===== src/rtl/uart_rx_cfg.sv =====
// rtl/uart_rx_cfg.sv - oversampling UART receiver with majority vote, parity and sticky overrun
module uart_rx_cfg #(
  parameter int CLK_FREQ   = 12000000,
  parameter int BAUD       = 115200,
  parameter int OVERSAMPLE = 8,
  parameter int DATA_BITS  = 8,
  parameter int PARITY     = 0
) (
  input  logic                 clock,
  input  logic                 reset_n,
  input  logic                 rx,
  input  logic                 ready,
  input  logic                 clear_errors,
  output logic [DATA_BITS-1:0] data,
  output logic                 valid,
  output logic                 parity_err,
  output logic                 frame_err,
  output logic                 overrun,
  output logic                 busy
);

  localparam int TDIV   = CLK_FREQ / (BAUD * OVERSAMPLE);
  localparam int DIV_W  = (TDIV > 1) ? $clog2(TDIV) : 1;
  localparam int SAMP_W = $clog2(OVERSAMPLE);
  localparam int BCNT_W = $clog2(DATA_BITS);

  localparam logic [DIV_W-1:0]  DIV_LAST = DIV_W'(TDIV - 1);
  localparam logic [SAMP_W-1:0] SMP_V0   = SAMP_W'(OVERSAMPLE / 2 - 1);
  localparam logic [SAMP_W-1:0] SMP_V1   = SAMP_W'(OVERSAMPLE / 2);
  localparam logic [SAMP_W-1:0] SMP_V2   = SAMP_W'(OVERSAMPLE / 2 + 1);
  localparam logic [SAMP_W-1:0] SMP_LAST = SAMP_W'(OVERSAMPLE - 1);
  localparam logic [BCNT_W-1:0] BIT_LAST = BCNT_W'(DATA_BITS - 1);

  typedef enum logic [2:0] {
    S_IDLE,
    S_START,
    S_DATA,
    S_PARITY,
    S_STOP
  } state_t;

  state_t                 state_q, state_d;
  logic                   sync1_q, sync2_q, sync3_q;
  logic [DIV_W-1:0]       div_q, div_d;
  logic [SAMP_W-1:0]      samp_q, samp_d;
  logic [BCNT_W-1:0]      bit_q, bit_d;
  logic [1:0]             vote_q, vote_d;
  logic [DATA_BITS-1:0]   shift_q, shift_d;
  logic                   par_acc_q, par_acc_d;
  logic                   perr_frame_q, perr_frame_d;
  logic [DATA_BITS-1:0]   data_q, data_d;
  logic                   valid_q, valid_d;
  logic                   perr_q, perr_d;
  logic                   ferr_q, ferr_d;
  logic                   ovr_q, ovr_d;

  logic tick, at_v0, at_v1, at_v2, bit_end, maj, ovr_event;

  // Two-flop synchroniser plus a delayed copy for falling-edge detection; idles high
  always_ff @(posedge clock or negedge reset_n) begin
    if (!reset_n) begin
      sync1_q <= 1'b1;
      sync2_q <= 1'b1;
      sync3_q <= 1'b1;
    end else begin
      sync1_q <= rx;
      sync2_q <= sync1_q;
      sync3_q <= sync2_q;
    end
  end

  // State, counters, shift register and output registers
  always_ff @(posedge clock or negedge reset_n) begin
    if (!reset_n) begin
      state_q      <= S_IDLE;
      div_q        <= '0;
      samp_q       <= '0;
      bit_q        <= '0;
      vote_q       <= '0;
      shift_q      <= '0;
      par_acc_q    <= 1'b0;
      perr_frame_q <= 1'b0;
      data_q       <= '0;
      valid_q      <= 1'b0;
      perr_q       <= 1'b0;
      ferr_q       <= 1'b0;
      ovr_q        <= 1'b0;
    end else begin
      state_q      <= state_d;
      div_q        <= div_d;
      samp_q       <= samp_d;
      bit_q        <= bit_d;
      vote_q       <= vote_d;
      shift_q      <= shift_d;
      par_acc_q    <= par_acc_d;
      perr_frame_q <= perr_frame_d;
      data_q       <= data_d;
      valid_q      <= valid_d;
      perr_q       <= perr_d;
      ferr_q       <= ferr_d;
      ovr_q        <= ovr_d;
    end
  end

  // Sample timing, bit voting, frame sequencing and handshake next-state
  always_comb begin
    state_d      = state_q;
    samp_d       = samp_q;
    bit_d        = bit_q;
    vote_d       = vote_q;
    shift_d      = shift_q;
    par_acc_d    = par_acc_q;
    perr_frame_d = perr_frame_q;
    data_d       = data_q;
    valid_d      = valid_q;
    perr_d       = perr_q;
    ferr_d       = 1'b0;
    ovr_d        = ovr_q;
    ovr_event    = 1'b0;

    tick    = (div_q == DIV_LAST);
    div_d   = tick ? '0 : div_q + 1'b1;
    at_v0   = tick && (samp_q == SMP_V0);
    at_v1   = tick && (samp_q == SMP_V1);
    at_v2   = tick && (samp_q == SMP_V2);
    bit_end = tick && (samp_q == SMP_LAST);
    // The third vote is the live synchronised line at the last voting tick
    maj     = (vote_q[0] & vote_q[1]) | (vote_q[0] & sync2_q) | (vote_q[1] & sync2_q);

    if (tick) begin
      samp_d = (samp_q == SMP_LAST) ? '0 : samp_q + 1'b1;
    end
    if (at_v0) vote_d[0] = sync2_q;
    if (at_v1) vote_d[1] = sync2_q;

    if (valid_q && ready) valid_d = 1'b0;

    case (state_q)
      S_IDLE: begin
        if (!sync2_q && sync3_q) begin
          state_d = S_START;
          div_d   = '0;
          samp_d  = '0;
        end
      end
      S_START: begin
        if (at_v2 && maj) begin
          state_d = S_IDLE;
        end else if (bit_end) begin
          state_d      = S_DATA;
          bit_d        = '0;
          par_acc_d    = 1'b0;
          perr_frame_d = 1'b0;
        end
      end
      S_DATA: begin
        if (at_v2) begin
          shift_d   = {maj, shift_q[DATA_BITS-1:1]};
          par_acc_d = par_acc_q ^ maj;
        end
        if (bit_end) begin
          if (bit_q == BIT_LAST) begin
            state_d = (PARITY != 0) ? S_PARITY : S_STOP;
          end else begin
            bit_d = bit_q + 1'b1;
          end
        end
      end
      S_PARITY: begin
        if (at_v2) begin
          perr_frame_d = (PARITY == 1) ? (par_acc_q ^ maj) : ~(par_acc_q ^ maj);
        end
        if (bit_end) state_d = S_STOP;
      end
      S_STOP: begin
        // Decide at the voting point and go idle at once so a prompt next start is caught
        if (at_v2) begin
          state_d = S_IDLE;
          if (!maj) begin
            ferr_d = 1'b1;
          end else if (!valid_q || ready) begin
            data_d  = shift_q;
            perr_d  = (PARITY != 0) ? perr_frame_q : 1'b0;
            valid_d = 1'b1;
          end else begin
            ovr_event = 1'b1;
          end
        end
      end
      default: state_d = S_IDLE;
    endcase

    if (clear_errors) ovr_d = 1'b0;
    if (ovr_event)    ovr_d = 1'b1;
  end

  assign data       = data_q;
  assign valid      = valid_q;
  assign parity_err = perr_q;
  assign frame_err  = ferr_q;
  assign overrun    = ovr_q;
  assign busy       = (state_q != S_IDLE);

endmodule

===== config.mk =====
export PLATFORM = sky130hd
export DESIGN_NAME = uart_rx_cfg
export DESIGN_NICKNAME = d
export VERILOG_FILES = /design/src/rtl/uart_rx_cfg.sv
export SDC_FILE = /design/constraint.sdc
export NUM_CORES = 1
export LEC_CHECK = 0
export ABC_AREA = 1
export CORE_MARGIN = 2
export CORE_UTILIZATION = 30
export DETAILED_ROUTE_END_ITERATION = 6
export DONT_BUFFER_PORTS = 1
export GPL_TIMING_DRIVEN = 1
export PLACE_DENSITY_LB_ADDON = 0.15
export SLEW_MARGIN = 20
export SYNTH_ARGS = -nofsm -noshare
export SYNTH_HDL_FRONTEND = slang
export SYNTH_SLANG_ARGS = --single-unit

===== constraint.sdc =====
create_clock -name clock -period 4.7 [get_ports clock]
set_input_delay 1.41 -clock clock [delete_from_list [all_inputs] [get_ports clock]]
set_output_delay 1.41 -clock clock [all_outputs]
set_load 0.01 [all_outputs]

==> results.txt <==
----------------------------------------------------
[Outcome]
  Status ... finished clean

[Pwr]
  Static leakage ... 0.8743 nW
  Post-layout power ... 819.0 uW
  Power share of the sequential group ... 0.502
  Power density cells ... 443.8 nW/um^2
  Combinational share of power ... 0.237
  Int Pwr ... 545.1 uW
  Worst IR Drop VDD ... 180.8 uV
  Portion of total power attributed to the clock network ... 0.261
  Switching Share ... 0.3345
  Switching pwr ... 273.9 uW

[Timing]
  Unrepaired setup endpoints after global routing ... no
  Worst setup slack after layout ... 2.237 ns
  Final Cycle Share ... 0.5239
  Worst clock skew ... 0.005083 ns
  Final Hold Viols ... 0
  Setup-failing EPs final ... 0
  Fmax ... 406.1 MHz
  Minimum clock period ... 2.463 ns
  Final Max Slew Viols ... 0
  Summed negative setup slack over all endpoints ... 0 ns

[Critical path]
  First element of the critical path ... state_q[1]
  Critical path type ... flip-flop to output port
  CP top delay family ... flip-flops
  R2r startpoint ... div_q[0]
  Required time worst endpoint ... 3.29 ns
  Cells along the critical path ... nor2_1 > nand2_1
  Depth of the critical timing path with buffers and inverters included ... 2
  Slack of the worst reg-to-reg path ... 2.93 ns
  Depth of the most critical reg-to-reg path ... 9
  Worst Path Arrival ... 1.05 ns
  Capture point of the worst reg-to-reg path ... data[2]
  Delay contributed by the slowest stage of the critical path ... 0.41 ns
  End of the critical path ... busy
  Element type at the critical path end ... output port
  Total buffers and inverters traversed by the critical path ... 0
  Maximum net fanout on the critical path ... 5
  Critical path launch point type ... flip-flop
  Slowest CP cell ... sky130_fd_sc_hd__dfrtp_1

[Place]
  Setup Slack @ Placement ... 2.540 ns
  Post-detailed-placement half-perimeter wirelength ... 2156 microns
  Placement Cell Area ... 1765 sq um
  GPL Wtd Cong ... 0.8878
  Count of buffers inserted at the top-level ports ... 0

[Clock network]
  Number of clock sinks seen by CTS ... 37
  Buffer depth of the longest clock path ... 2
  CTS H-tree lvls ... 2
  Worst skew pair latency ... 0.29 ns
  Number of buffers created by CTS ... 5
  TritonCTS clock tree ... done
  Hold buffer count at cts ... 0
  # Post-CTS Setup Buffers ... 0
  CTS resizes ... 0
  Reg clk slew, reported paths ... 0.07 ns
  Cell at the root of the clock tree ... sky130_fd_sc_hd__clkbuf_8

[Drt]
  DRC Markers ... 0
  Number of DRC violations after detailed-routing iteration 0 ... 32
  Number of optimization iterations in the first detailed-route pass ... 4
  Detailed-route wire length ... 2990 microns
  Detailed-route wire length per cell ... 11.54 microns
  Via count ... 1120
  Number of routed nets with antenna violations ... 0
  Detail-routed via count per cell ... 4.324

[Floorplan]
  # IOs ... 18
  Horiz. Die Dim ... 79.40 microns
  Floorplan die area ... 6304 sq um
  Die Y-Extent ... 79.40 microns
  Initial core utilization ... 0.3097
  Core box area ... 5507 sq um
  Number of placement rows ... 27

[Yosys]
  Distinct cell type count of the synthesized netlist ... 26
  Biggest area consumer among synthesized cells ... sky130_fd_sc_hd__dfrtp_1
  Net count after synthesis ... 196
  Flip-flop and latch count after synthesis ... 37
  Count of yosys warnings during synthesis ... 0
  Number of instances in the synthesized netlist ... 182
  Proportion of netlist area held by the largest area contributor ... 0.4989
  Post-synthesis instance area ... 1705 sq um
  Main area contributors after synthesis ... sky130_fd_sc_hd__dfrtp_1 50%, sky130_fd_sc_hd__nand2_1 9.9%, sky130_fd_sc_hd__ha_1 6.6%
  Fraction of the yosys area taken by sequential cells ... 0.5451
  Mean instance size in the synthesized netlist ... 9.370 sq um

[Min path]
  Worst min-delay path class ... flip-flop to flip-flop
  Startpoint of the lowest-slack hold path ... sync1_q

[Finish]
  Utilization after layout ... 0.3352
  Inserted Diodes ... 0
  Post-layout net count ... 200
  Highest-count cells in the layout ignoring fill and taps ... 45 x sky130_fd_sc_hd__nand2_1, 34 x sky130_fd_sc_hd__dfrtp_1, 26 x sky130_fd_sc_hd__inv_1
  Proportion of layout cells with a drive suffix above 1 ... 0.1230
  Final Instance Area ... 1846 sq um
  Commonest non-fill, non-tap cell in the layout ... sky130_fd_sc_hd__nand2_1
  Area added between synthesis and finish ... 8.217%

[GRT]
  Via count of the first global-routing pass ... 1221
  Number of antenna violations at the first check in global routing ... 0
  Pin count of the biggest net entering global routing ... 38
  Global route total overflow ... 0
  Global-route wire length before repair ... 5499 microns
  Overall Global Routing Usage ... 0.1139

[Flow run]
  # Max-Cap Violations ... 0

----------------------------------------------------
cells in the mapped netlist:
cell and count:
sky130_fd_sc_hd__xnor2_1 1, sky130_fd_sc_hd__nor2_4 1, sky130_fd_sc_hd__buf_6 2, sky130_fd_sc_hd__a211oi_1 1, sky130_fd_sc_hd__nand2_1 45, sky130_fd_sc_hd__dfstp_2 3
sky130_fd_sc_hd__ha_1 9, sky130_fd_sc_hd__conb_1 1, sky130_fd_sc_hd__nor2_1 14, sky130_fd_sc_hd__nor2_2 1, sky130_fd_sc_hd__dfrtp_1 34, sky130_fd_sc_hd__o32ai_1 1
sky130_fd_sc_hd__nor3_1 1, sky130_fd_sc_hd__nand2_2 4, sky130_fd_sc_hd__o21ai_0 13, sky130_fd_sc_hd__nand3_4 1, sky130_fd_sc_hd__o21ai_2 7, sky130_fd_sc_hd__buf_4 1
sky130_fd_sc_hd__nor4_1 1, sky130_fd_sc_hd__mux2_2 1, sky130_fd_sc_hd__nand3_1 7, sky130_fd_sc_hd__xor2_1 1, sky130_fd_sc_hd__a21oi_1 4, sky130_fd_sc_hd__inv_1 26
sky130_fd_sc_hd__nand4_1 1, sky130_fd_sc_hd__a31oi_1 1
how the worst min path moves through the flow:
stage	end	slack [ns]	cells after the start
floorplan	sync2_q	0.35	0
global placement	sync2_q	0.36	0
detailed placement	sync2_q	0.36	0
CTS	sync2_q	0.37	0
global route	sync2_q	0.37	0
finish	sync2_q	0.37	0
per-layer routing:
metal | GRT usage | vias to the layer above | wire length (microns) | share of wire
met1 | 0.1530 | 517 | 1521 | 0.51
met5 | 0 | - | 0 | 0
met4 | 0.05690 | 0 | 56 | 0.019
met2 | 0.1644 | 23 | 1261 | 0.42
met3 | 0.03620 | 5 | 151 | 0.051
li1 | - | 575 | - | -
logic make-up (layout without fill, tap and decap cells):
kind of cell,count (synthesis),in the layout,share of synthesized area
buffers and inverters,29,34,0.07483
muxes,1,1,0.006603
AOI/OAI and AO/OA,27,27,0.09905
xor gates and xnor gates,2,2,0.01027
other,1,1,0.002199
and+or+nand+nor,76,76,0.1959
DFF,37,37,0.5451
adders and majority gates,9,9,0.06603
power by group through the flow:
stage	registers [mW]	clock network, mW	logic [mW]
2_1_floorplan	0.407	0	0.163
3_3_place_gp	0.414	0	0.190
3_5_place_dp	0.417	0	0.196
4_1_cts	0.411	0.224	0.197
5_1_grt	0.420	0.233	0.237
6_report	0.411	0.214	0.194
state kept, by name, indices dropped and copies added, names as in the netlist, 2 cells and up:
signal	count
state_q	3
bit_q	3
shift_q	8
div_q	4
vote_q	2
samp_q	3
data	8
worst reg2reg max path, delay by kind of cell (launching register included):
| family | cells | cell delay, ns |
|---|---|---|
| AND/OR/NAND/NOR | 6 | 0.91 |
| flip-flops | 1 | 0.41 |
| adder cells (fa/ha/maj) | 1 | 0.20 |
| buffers and inverters | 1 | 0.07 |
| AO/OA/AOI/OAI | 1 | 0.06 |
metrics by stage:
stage / hold slack (ns) / std cells
after floorplan: 0.3452 / 182
after global placement: 0.3565 / 251
after detailed placement: 0.3566 / 251
after CTS: 0.3669 / 259
after global routing: 0.3698 / 259
final: 0.3654 / 259
final cells by class:
cell class | count | area [sq um]
Multi-Input combinational cell | 116 | 648.1
Clock buffer | 8 | 80.08
Fill cell | 572 | 3661
Inverter | 26 | 97.59
Tap cell | 72 | 90.09
Sequential cell | 37 | 929.6
Note: power is estimated with default switching activity, not from simulation.
